### src/rtl/haz_ctrl_if.sv
// Hazard-unit bundle: ID/EX/MEM register-usage info in, pipeline control out.
// The master modport is the pipeline side; the slave modport is the hazard unit.
interface haz_ctrl_if #(
    parameter int unsigned REG_AW = 3
);
    logic              id_valid;
    logic              id_is_bj;
    logic              id_rd1_en;
    logic              id_rd2_en;
    logic [REG_AW-1:0] id_rs1;
    logic [REG_AW-1:0] id_rs2;
    logic              ex_reg_wr;
    logic              ex_mem_rd;
    logic [REG_AW-1:0] ex_wr_reg;
    logic              mem_reg_wr;
    logic              mem_mem_rd;
    logic [REG_AW-1:0] mem_wr_reg;
    logic              cache_stall;
    logic              flush_req;
    logic              pc_hold;
    logic              wrt_if_id;
    logic              bubble_id_ex;
    logic              flush_if_id;
    logic [1:0]        stall_c;
    logic              busy;

    modport master (
        output id_valid, id_is_bj, id_rd1_en, id_rd2_en, id_rs1, id_rs2,
        output ex_reg_wr, ex_mem_rd, ex_wr_reg, mem_reg_wr, mem_mem_rd, mem_wr_reg,
        output cache_stall, flush_req,
        input  pc_hold, wrt_if_id, bubble_id_ex, flush_if_id, stall_c, busy
    );

    modport slave (
        input  id_valid, id_is_bj, id_rd1_en, id_rd2_en, id_rs1, id_rs2,
        input  ex_reg_wr, ex_mem_rd, ex_wr_reg, mem_reg_wr, mem_mem_rd, mem_wr_reg,
        input  cache_stall, flush_req,
        output pc_hold, wrt_if_id, bubble_id_ex, flush_if_id, stall_c, busy
    );
endinterface

### src/rtl/haz_ctrl_seq.sv
// Sequenced hazard-detection unit: zero-latency load-use / branch-on-load detect with a
// bubble counter, cache-miss freeze that preserves the counter, and flush override.
module haz_ctrl_seq #(
    parameter int unsigned REG_AW    = 3,
    parameter int unsigned LD_LAT    = 1,
    parameter int unsigned BR_LD_LAT = 2,
    parameter bit          ZERO_REG  = 1'b0
) (
    input logic       clk,
    input logic       rst_n,
    haz_ctrl_if.slave bus
);
    typedef enum logic [1:0] {StIdle, StStall, StFreeze} state_e;

    localparam logic [1:0] CauseNone  = 2'b00;
    localparam logic [1:0] CauseData  = 2'b01;
    localparam logic [1:0] CauseBr    = 2'b10;
    localparam logic [1:0] CauseCache = 2'b11;
    localparam logic [1:0] LdN        = 2'(LD_LAT);
    localparam logic [1:0] BrN        = 2'(BR_LD_LAT);
    localparam logic [1:0] BrMemN     = 2'(BR_LD_LAT - 1);

    state_e     state_q, state_d, ret_q, ret_d, eff_state;
    logic [1:0] cnt_q, cnt_d, cause_q, cause_d;
    logic [1:0] need_n, need_c, stall_cause;
    logic       stall, ex_zero, mem_zero, m_ex1, m_ex2, m_mem1;
    logic       pc_hold, wrt_if_id, bubble_id_ex, flush_if_id, busy;
    logic [1:0] stall_c;

    assign ex_zero  = ZERO_REG && (bus.ex_wr_reg == '0);
    assign mem_zero = ZERO_REG && (bus.mem_wr_reg == '0);
    assign m_ex1  = bus.id_valid & bus.id_rd1_en & (bus.id_rs1 == bus.ex_wr_reg) &
                    bus.ex_reg_wr & ~ex_zero;
    assign m_ex2  = bus.id_valid & bus.id_rd2_en & (bus.id_rs2 == bus.ex_wr_reg) &
                    bus.ex_reg_wr & ~ex_zero;
    assign m_mem1 = bus.id_valid & bus.id_rd1_en & (bus.id_rs1 == bus.mem_wr_reg) &
                    bus.mem_reg_wr & ~mem_zero;

    // Bubble requirement; the EX cases are mutually exclusive, MEM only wins if strictly larger.
    always_comb begin
        need_n = 2'd0;
        need_c = CauseNone;
        if (bus.ex_mem_rd && !bus.id_is_bj && (m_ex1 || m_ex2)) begin
            need_n = LdN;
            need_c = CauseData;
        end else if (bus.ex_mem_rd && bus.id_is_bj && m_ex1) begin
            need_n = BrN;
            need_c = CauseBr;
        end else if (!bus.ex_mem_rd && bus.id_is_bj && m_ex1) begin
            need_n = 2'd1;
            need_c = CauseData;
        end
        if (bus.mem_mem_rd && bus.id_is_bj && m_mem1 && (BrMemN > need_n)) begin
            need_n = BrMemN;
            need_c = CauseBr;
        end
    end

    // In FREEZE with the cache released, act as the saved state in that same cycle.
    assign eff_state = (state_q == StFreeze) ? ret_q : state_q;

    always_comb begin
        state_d      = state_q;
        ret_d        = ret_q;
        cnt_d        = cnt_q;
        cause_d      = cause_q;
        stall        = 1'b0;
        stall_cause  = CauseNone;
        pc_hold      = 1'b0;
        wrt_if_id    = 1'b1;
        bubble_id_ex = 1'b0;
        flush_if_id  = 1'b0;
        stall_c      = CauseNone;
        busy         = (state_q != StIdle);
        if (!rst_n) begin
            busy = 1'b0;
        end else if (bus.flush_req) begin
            flush_if_id  = 1'b1;
            bubble_id_ex = 1'b1;
            state_d      = StIdle;
            ret_d        = StIdle;
            cnt_d        = 2'd0;
        end else if (bus.cache_stall) begin
            pc_hold   = 1'b1;
            wrt_if_id = 1'b0;
            stall_c   = CauseCache;
            state_d   = StFreeze;
            ret_d     = eff_state;
        end else if (eff_state == StStall) begin
            // cnt counts bubbles still owed, including this cycle's.
            stall       = 1'b1;
            stall_cause = cause_q;
            cnt_d       = cnt_q - 2'd1;
            state_d     = (cnt_q <= 2'd1) ? StIdle : StStall;
        end else begin
            state_d = StIdle;
            if (need_n != 2'd0) begin
                stall       = 1'b1;
                stall_cause = need_c;
                cause_d     = need_c;
                cnt_d       = need_n - 2'd1;
                state_d     = (need_n > 2'd1) ? StStall : StIdle;
            end
        end
        if (stall) begin
            pc_hold      = 1'b1;
            wrt_if_id    = 1'b0;
            bubble_id_ex = 1'b1;
            stall_c      = stall_cause;
        end
    end

    always_ff @(posedge clk or negedge rst_n) begin
        if (!rst_n) begin
            state_q <= StIdle;
            ret_q   <= StIdle;
            cnt_q   <= 2'd0;
            cause_q <= CauseNone;
        end else begin
            state_q <= state_d;
            ret_q   <= ret_d;
            cnt_q   <= cnt_d;
            cause_q <= cause_d;
        end
    end

    assign bus.pc_hold      = pc_hold;
    assign bus.wrt_if_id    = wrt_if_id;
    assign bus.bubble_id_ex = bubble_id_ex;
    assign bus.flush_if_id  = flush_if_id;
    assign bus.stall_c      = stall_c;
    assign bus.busy         = busy;
endmodule

### src/flat_wrapper.sv
// flat-port wrapper written by rule: the top's interface ports become plain ports
module haz_ctrl_seq_flat 
#(
    parameter int unsigned REG_AW    = 3,
    parameter int unsigned LD_LAT    = 1,
    parameter int unsigned BR_LD_LAT = 2,
    parameter bit          ZERO_REG  = 1'b0
)
  (clk, rst_n, bus_id_valid, bus_id_is_bj, bus_id_rd1_en, bus_id_rd2_en, bus_id_rs1, bus_id_rs2, bus_ex_reg_wr, bus_ex_mem_rd, bus_ex_wr_reg, bus_mem_reg_wr, bus_mem_mem_rd, bus_mem_wr_reg, bus_cache_stall, bus_flush_req, bus_pc_hold, bus_wrt_if_id, bus_bubble_id_ex, bus_flush_if_id, bus_stall_c, bus_busy);
  haz_ctrl_if #(.REG_AW(REG_AW)) bus_i ();
  input logic clk;
  input logic rst_n;
  input wire logic [$bits(bus_i.id_valid)-1:0] bus_id_valid;
  input wire logic [$bits(bus_i.id_is_bj)-1:0] bus_id_is_bj;
  input wire logic [$bits(bus_i.id_rd1_en)-1:0] bus_id_rd1_en;
  input wire logic [$bits(bus_i.id_rd2_en)-1:0] bus_id_rd2_en;
  input wire logic [$bits(bus_i.id_rs1)-1:0] bus_id_rs1;
  input wire logic [$bits(bus_i.id_rs2)-1:0] bus_id_rs2;
  input wire logic [$bits(bus_i.ex_reg_wr)-1:0] bus_ex_reg_wr;
  input wire logic [$bits(bus_i.ex_mem_rd)-1:0] bus_ex_mem_rd;
  input wire logic [$bits(bus_i.ex_wr_reg)-1:0] bus_ex_wr_reg;
  input wire logic [$bits(bus_i.mem_reg_wr)-1:0] bus_mem_reg_wr;
  input wire logic [$bits(bus_i.mem_mem_rd)-1:0] bus_mem_mem_rd;
  input wire logic [$bits(bus_i.mem_wr_reg)-1:0] bus_mem_wr_reg;
  input wire logic [$bits(bus_i.cache_stall)-1:0] bus_cache_stall;
  input wire logic [$bits(bus_i.flush_req)-1:0] bus_flush_req;
  output wire logic [$bits(bus_i.pc_hold)-1:0] bus_pc_hold;
  output wire logic [$bits(bus_i.wrt_if_id)-1:0] bus_wrt_if_id;
  output wire logic [$bits(bus_i.bubble_id_ex)-1:0] bus_bubble_id_ex;
  output wire logic [$bits(bus_i.flush_if_id)-1:0] bus_flush_if_id;
  output wire logic [$bits(bus_i.stall_c)-1:0] bus_stall_c;
  output wire logic [$bits(bus_i.busy)-1:0] bus_busy;
  assign bus_i.id_valid = bus_id_valid;
  assign bus_i.id_is_bj = bus_id_is_bj;
  assign bus_i.id_rd1_en = bus_id_rd1_en;
  assign bus_i.id_rd2_en = bus_id_rd2_en;
  assign bus_i.id_rs1 = bus_id_rs1;
  assign bus_i.id_rs2 = bus_id_rs2;
  assign bus_i.ex_reg_wr = bus_ex_reg_wr;
  assign bus_i.ex_mem_rd = bus_ex_mem_rd;
  assign bus_i.ex_wr_reg = bus_ex_wr_reg;
  assign bus_i.mem_reg_wr = bus_mem_reg_wr;
  assign bus_i.mem_mem_rd = bus_mem_mem_rd;
  assign bus_i.mem_wr_reg = bus_mem_wr_reg;
  assign bus_i.cache_stall = bus_cache_stall;
  assign bus_i.flush_req = bus_flush_req;
  assign bus_pc_hold = bus_i.pc_hold;
  assign bus_wrt_if_id = bus_i.wrt_if_id;
  assign bus_bubble_id_ex = bus_i.bubble_id_ex;
  assign bus_flush_if_id = bus_i.flush_if_id;
  assign bus_stall_c = bus_i.stall_c;
  assign bus_busy = bus_i.busy;
  haz_ctrl_seq #(.REG_AW(REG_AW), .LD_LAT(LD_LAT), .BR_LD_LAT(BR_LD_LAT), .ZERO_REG(ZERO_REG)) u_core (.clk(clk), .rst_n(rst_n), .bus(bus_i));
endmodule
### config.mk
export PLATFORM = sky130hd
export DESIGN_NAME = haz_ctrl_seq_flat
export DESIGN_NICKNAME = d
export VERILOG_FILES = /design/src/rtl/haz_ctrl_if.sv /design/src/rtl/haz_ctrl_seq.sv /design/src/flat_wrapper.sv
export SDC_FILE = /design/constraint.sdc
export NUM_CORES = 1
export LEC_CHECK = 0
export ABC_AREA = 1
export BUFFER_PORTS_ARGS = -buffer_cell sky130_fd_sc_hd__buf_4
export CORE_MARGIN = 4
export CORE_UTILIZATION = 49
export CTS_BUF_LIST = sky130_fd_sc_hd__clkbuf_8
export DETAILED_ROUTE_END_ITERATION = 12
export PLACE_DENSITY = 0.81
export SETUP_SLACK_MARGIN = 0.05
export SYNTH_ARGS = -nofsm -noshare
export SYNTH_HDL_FRONTEND = slang
export SYNTH_SLANG_ARGS = --single-unit
### constraint.sdc
create_clock -name clk -period 2.1 [get_ports clk]
set_clock_uncertainty 0.2 [all_clocks]
set_input_delay 0.21 -clock clk [delete_from_list [all_inputs] [get_ports clk]]
set_output_delay 0.21 -clock clk [all_outputs]
set_load 0.03 [all_outputs]
==> run metrics, run 1 <==
largest net degree at the start of global routing 9; Failed at 5_1_grt; Die Y ~47 um; Compound-Gate Fraction of Synth Area 0.1426; RD Place Congestion about 0.77; worst_ep kind primary output; Synth top area share 0.2653; detailed-placement wirelength estimate about 1700 um; Post-synth EDFFs 0; Tool Error [ERROR DPL-0038] Utilization greater than 100%, impossible to legalize; syn_area_per_cell roughly 5.7 um2; initial core utilization 0.5457; Seq/Total Area, Yosys 0.2653; IO Pins 31; simple-gate portion of the synthesized area 0.4030; Mapped Area 754.5 um2; XOR/XNOR Fraction of Synth Area 0; fraction of registers with async set/reset 1.000; CTS Buffer Depth 2; IO buf count 30; H-Tree Depth 1; Root Buffer clkbuf_8; outcome aborted with a tool error; Die X 47.24 um; multiplexer share of the synthesized area 0; Sink Count 8; Post-synth top cells nand2_1, inv_1, nor2_1; total CTS buffers 3; syn_nets 158; most frequent cell after synthesis nand2_1; last worst endpoint in the global-route repair_timing bus_stall_c[1]; Ys Warns 0; adder-cell share of the synthesized area 0.03317; largest family of logic cells by synthesized area simple AND/OR/NAND/NOR gates; Synth Instances 132; Area contributors post-synth dfrtp_1, nand2_1, inv_1, nor2_1, nand3_1; Post-synth top flop dfrtp_1; cell taking the most area after synthesis dfrtp_1; Synth Register Bits 8; cell row count 13; Synth cell types 21
-- what timing repair did --
| item | in CTS |
|---|---|
| hold buffers | 2 |
| cloned | 0 |
| setup endpoints to repair | 5 |
| pin swaps | 19 |
| setup buffers | 13 |
| hold endpoints to repair | 8 |
| gates resized for setup | 22 |
-- cells by family after synthesis --
| kind of cell | after synthesis |
|---|---|
| compound gates | 18 |
| fa+ha+maj | 2 |
| buf+inv | 31 |
| flops | 8 |
| simple gates | 73 |
-- per-stage QoR --
stage	utilization	cell area [um2]	std cells	hold slack (ps)	worst slack, ps
after floorplan	-	760.7	132	-285.6	75.99
after global placement	0.7538	1042	182	-154.8	-65.69
after detailed placement	0.7538	1042	182	-152.7	-164.1
after CTS	0.9095	1257	200	31.52	23.92
==> inputs of run 2 (changes only) <==
- CORE_AREA: not set -> 4 4 65 67
- CORE_MARGIN: 4 -> not set
- CORE_UTILIZATION: 49 -> not set
- CTS_BUF_LIST: sky130_fd_sc_hd__clkbuf_8 -> not set
- DIE_AREA: not set -> 0 0 69 71
- PLACE_DENSITY: 0.81 -> not set
- PLACE_DENSITY_LB_ADDON: not set -> 0.15
- SETUP_SLACK_MARGIN: 0.05 -> not set
==> run metrics, run 2 <==
non-filler instance count after layout 223; wire length per cell around 9.9 um; power after layout 513.7 uW; Post-synth top cells nand2_1, inv_1, nor2_1; Area contributors post-synth dfrtp_1, nand2_1, inv_1, nor2_1, nand3_1; Comb pwr share 0.314; final wirelength ~2200 um; syn_area_per_cell 5.716 um2 (unchanged); RD Place Congestion 0.7443 (-3.6%); Rel. slew slack 0.7309; most frequent cell after synthesis nand2_1; switching share of power 0.2983; Mapped Area 754.5 um2 (unchanged); Final Hold Fails 0; XOR/XNOR Fraction of Synth Area 0 (unchanged); gr usage total 0.08989; worst endpoint required time around 1700 ps; detailed-placement wirelength estimate 1775 um (+3.3%); clk_lat worst skew 230 ps; max frequency 0.4861 GHz; Seq/Total Area, Yosys 0.2653 (unchanged); largest net degree at the start of global routing 9; drc violations 0; core area about 0.0036 mm2; Leakage around 0.68 nW; Reg-to-Reg End u_core.cnt_q[0]; Worst Path Max Fanout 3; Clock power frac 0.369; Final Max Tran Viols 0; fill count 413; start of the worst register-to-register path u_core.state_q[0]; Reg clk slew, reported paths 40 ps; Hold Crit Endpoint u_core.state_q[0]; switching pwr 153.2 uW; RSZ-0062 raised after global routing true; setup violators final 0; critical path class input pin to output port; adder-cell share of the synthesized area 0.03317 (unchanged); Compound-Gate Fraction of Synth Area 0.1426 (unchanged); placed cells 217 (+19%); cell row count 22 (+9); IO Pins 31 (unchanged); vias per cell approximately 4; cell taking the most area after synthesis dfrtp_1; H-Tree Depth 1 (unchanged); Sink Count 8 (unchanged); max-cap violation count 0; initial core utilization 0.2076 (-0.3381); Post-synth EDFFs 0 (unchanged); total CTS buffers 3 (unchanged); initial antenna violation count 0; Tightest Pin Transition 400.5 ps; initial drt markers 45; number of global-route vias before repair 830; VDD IR max 0.0001963 V; sequential cell area around 200 um2; synth-to-layout area growth 74.63%; pwr dens roughly 390 mW/mm2; Multi-input gate area 546.8 um2; Hold Path Stages 2; Int Pwr approximately 360 uW; Worst setup SP type input pin; die footprint 0.004899 mm2; simple-gate portion of the synthesized area 0.4030 (unchanged); ANT cells 0; share of cells above drive strength 1 0.5086; Synth cell types 21 (unchanged); Root Buffer clkbuf_8; first-pass GRT wire length around 3700 um; antenna-violating nets left 0; Synth Instances 132 (unchanged); syn_nets 158 (unchanged); setup TNS 0 ps; R2R Setup Slk ~300 ps; IO buf count 30 (unchanged); Die X 69 um (+46%); pre-CTS WS -94.59 ps (+69.47 ps); Hold Crit Class input pin to flop; CP arrival 1650 ps; commonest non-fill, non-tap cell in the layout nand2_1; Die Y 71 um (+50%); final global-route overflow total 0; crit path setup slack, layout approximately 43 ps; via count 900; drt pass-1 iters 4; largest family of logic cells by synthesized area simple AND/OR/NAND/NOR gates; Tmin final around 2100 ps; Ys Warns 0 (unchanged); commonest cells after routing, fill and taps aside nand2_1, buf_4, inv_1, nand2_2, inv_2; Synth Register Bits 8 (unchanged); Final Cycle Share 0.9796; HP Start rst_n; Reg power frac 0.318; reg2reg path depth 9; fraction of registers with async set/reset 1.000 (unchanged); Final #Nets 203; Layout Utilization 0.3626; Post-synth top flop dfrtp_1; TritonCTS clock tree yes; Synth top area share 0.2653 (unchanged); outcome complete, no violations; crit end category output port; multiplexer share of the synthesized area 0 (unchanged); CTS Buffer Depth 2 (unchanged)
-- run 2: cell counts after synthesis --
No cell type changed its count.
-- run 2: metrics by stage --
| stage | area [um2] | hold slack [ps] |
|---|---|---|
| after detailed placement | 1099 | -144.1 |
| after floorplan | 760.7 | -285.6 |
| after global routing | 1318 | 21.38 |
| after global placement | 1099 | -146.1 |
| final | 1318 | 14.63 |
| after CTS | 1165 | 12.49 |
-- run 2: timing repair --
action | 4_1_cts | 5_1_grt
setup buffers | 0 | 2
pin swaps | 3 | 20
endpoints found under the setup margin | 5 | 5
hold buffers | 1 | 0
hold endpoints to repair | 8 | 0
resized for setup | 5 | 49
-- run 2: critical path, cell delays in order --
cell and delay, ps:
buf_4 100, inv_1 40, nand2_1 50, nand2_1 80
nor2_4 110, nand2_2 60, nand2_2 70, nand2_2 70
nand2_2 90, inv_2 40, ha_4 160, a21oi_4 170
inv_2 60, a21oi_2 90, nand2_1 60, nand2_1 70
buf_6 130
-- run 2: cell type report --
type,count,share of cell area
timing repair buffer,40,0.2612
multi-input combinational,93,0.4150
inverter,31,0.09497
clock buffer,3,0.03134
tap,48,0.04558
sequential,8,0.1519
-- run 2: how the worst max path moves through the flow --
stage	start	end
after floorplan	bus_id_rs1[0]	bus_stall_c[1]
after global placement	bus_id_rs1[2]	bus_stall_c[1]
after detailed placement	bus_id_rs1[2]	bus_bubble_id_ex
after CTS	bus_id_rs1[0]	bus_stall_c[1]
after global routing	bus_ex_wr_reg[1]	bus_stall_c[1]
final	bus_ex_wr_reg[1]	bus_stall_c[1]
-- run 2: cells by family after synthesis --
| family | count (synthesis) |
|---|---|
| simple gates | 73 |
| buf+inv | 31 |
| compound gates | 18 |
| flops | 8 |
| fa+ha+maj | 2 |
-- run 2: layer usage --
metal  global-route usage  vias to the layer above  part of all wire
met5                    0                        -                 0
met4              0.01952                        0            0.0063
met3              0.03267                        2             0.041
met2               0.1367                       12              0.50
met1               0.1218                      395              0.46
li1                     -                      491                 -
-- run 2: power groups by stage --
stage / clock network, mW / registers, mW / logic, mW
after global routing: 0.206 / 0.164 / 0.178
after floorplan: 0 / 0.165 / 0.0634
after detailed placement: 0 / 0.165 / 0.128
final: 0.189 / 0.163 / 0.161
after global placement: 0 / 0.165 / 0.127
after CTS: 0.193 / 0.163 / 0.133
(Power assumes the default switching activity.)
==> inputs of run 3 (changes only) <==
- ABC_AREA: 1 -> not set
- SLEW_MARGIN: not set -> 20
==> run metrics, run 3 <==
RD Place Congestion 0.8112 (+9.0%); crit path setup slack, layout -481.6 ps (-524.4 ps); CTS Buffer Depth 2 (unchanged); antenna-violating nets left 0 (unchanged); fill count 398 (-3.6%); Final #Nets 161 (-21%); pre-CTS WS -608.9 ps (-514.3 ps); share of cells above drive strength 1 0.5639 (+0.05534); Tmin final 2582 ps (+524.4 ps); crit end category output port; VDD IR max 0.0001480 V (-25%); IO Pins 31 (unchanged); CP arrival 2170 ps (+520 ps); initial drt markers 39 (-13%); Synth Register Bits 8 (unchanged); Die X 69 um (unchanged); Root Buffer clkbuf_8; Synth Instances 81 (-39%); number of global-route vias before repair 884 (+6.5%); critical path class input pin to output port; max frequency 0.3874 GHz (-20%); IO buf count 30 (unchanged); max-cap violation count 0 (unchanged); initial antenna violation count 0 (unchanged); total CTS buffers 3 (unchanged); via count 813 (-9.7%); Hold Crit Class input pin to flop; outcome finished with violations; drt pass-1 iters 4 (unchanged); Ys Warns 0 (unchanged); Worst Path Max Fanout 2 (-1); setup TNS -2561 ps (-2561 ps); Final Hold Fails 0 (unchanged); clk_lat worst skew 230 ps (about the same); Tightest Pin Transition 407.9 ps (+7.416 ps); Final Max Tran Viols 0 (unchanged); TritonCTS clock tree yes; Synth top area share 0.2957 (+0.03041); Leakage 0.5942 nW (-13%); failing checks setup timing; drc violations 0 (unchanged); Area contributors post-synth dfrtp_1, xor2_1, xnor2_1, nor2_1, a31oi_1; gr usage total 0.09920 (+0.009315); RSZ-0062 raised after global routing true; first-pass GRT wire length 4015 um (+9.4%); wire length per cell 12.67 um (+27%); synth-to-layout area growth 96.12%; core area 0.003633 mm2 (unchanged); Rel. slew slack 0.7270 (-0.003894); Multi-input gate area 570.5 um2 (+4.3%); final global-route overflow total 0 (unchanged); Reg clk slew, reported paths 40 ps (about the same); fraction of registers with async set/reset 1.000 (unchanged); largest net degree at the start of global routing 11 (+2); worst endpoint required time 1690 ps (about the same); power after layout 537.4 uW (+4.6%); final wirelength 2293 um (+3.4%); Sink Count 8 (unchanged); Mapped Area 676.9 um2 (-10%); Post-synth top flop dfrtp_1; Die Y 71 um (unchanged); Synth cell types 36 (+71%); Post-synth top cells dfrtp_1, nor2_1, inv_1, xor2_1; Final Cycle Share 1.229 (+0.2497); die footprint 0.004899 mm2 (unchanged); Worst setup SP type input pin; sequential cell area 200.2 um2 (unchanged); cell row count 22 (unchanged); commonest cells after routing, fill and taps aside buf_4, buf_6, dfrtp_1, nor2_1, xor2_1; vias per cell 4.492 (+11%); cell taking the most area after synthesis dfrtp_1; pwr dens 404.8 mW/mm2 (+3.8%); syn_nets 107 (-32%); detailed-placement wirelength estimate 1758 um (-0.97%); Post-synth EDFFs 0 (unchanged); setup violators final 9 (+9); H-Tree Depth 1 (unchanged); ANT cells 0 (unchanged); commonest non-fill, non-tap cell in the layout buf_4; initial core utilization 0.1863 (-0.02135); syn_area_per_cell 8.357 um2 (+46%); Seq/Total Area, Yosys 0.2957 (+0.03041)
## run 3: worst paths after layout
| path | cells past startpoint | to | slack, ps | from |
|---|---|---|---|---|
| worst max-delay path | 11 | bus_stall_c[1] | -480 | bus_ex_wr_reg[1] |
| worst min-delay path | 2 | u_core.ret_q[1] | 50 | bus_flush_req |
| worst max register to register | 7 | u_core.cnt_q[0] | 20 | u_core.ret_q[1] |
| worst min register to register | 1 | u_core.ret_q[0] | 300 | u_core.ret_q[0] |
| max in group asynchronous | 3 | u_core.ret_q[0] | 1030 | rst_n |
| min in group asynchronous | 3 | u_core.cause_q[1] | 380 | rst_n |
## run 3: layout make-up
| type | instances | area share |
|---|---|---|
| timing repair buffer | 51 | 0.3242 |
| multi-input combinational | 65 | 0.4298 |
| tap | 48 | 0.04524 |
| clock buffer | 3 | 0.03110 |
| inverter | 6 | 0.01885 |
| sequential | 8 | 0.1508 |
## run 3: through the flow
step                      hold slack [ps]  cells    util  instance area (um2)
after floorplan                    -285.6     81       -                770.7
after global placement             -46.14    172  0.3175                 1154
after detailed placement           -45.36    172  0.3175                 1154
after CTS                           49.71    179  0.3602                 1309
after global routing                90.38    181  0.3654                 1328
final                               48.75    181  0.3654                 1328
## run 3: repair_timing
item,in CTS,in global routing
hold buffers,1,0
hold endpoints to repair,8,0
setup endpoints to repair,9,9
pin swaps,7,5
resized for setup,22,1
setup buffers,3,2
## run 3: logic make-up (layout without fill, tap and decap cells)
| logic type | Yosys count | in the layout | share of synthesized area |
|---|---|---|---|
| AND/OR/NAND/NOR | 29 | 29 | 0.2274 |
| AO/OA/AOI/OAI | 22 | 22 | 0.2274 |
| flip-flops | 8 | 8 | 0.2957 |
| adder cells (fa/ha/maj) | 2 | 2 | 0.03696 |
| buffers and inverters | 8 | 60 | 0.05175 |
| multiplexers | 2 | 2 | 0.03142 |
| XOR/XNOR | 10 | 10 | 0.1294 |
## run 3: where the power goes
part	internal, mW	total, mW	switching, mW
logic	0.0942	0.171	0.0766
clock network	0.125	0.189	0.0646
registers	0.167	0.177	0.0106
total	0.386	0.537	0.152
## run 3: per-layer routing
metal  GRT usage  part of all wire  vias up
met3     0.02841             0.048        4
li1            -                 -      398
met4     0.03254             0.015        0
met1      0.1170              0.41      395
met2      0.1727              0.52       16
met5           0                 0        -
## run 3: worst max-delay path, stage by stage
cell and delay [ps]:
buf_6 90, xor2_1 140, or4_4 510, or2_4 260, a21oi_4 150, ha_4 170, inv_4 30, mux2_4 270
a21oi_4 140, a31oi_4 40, buf_6 140
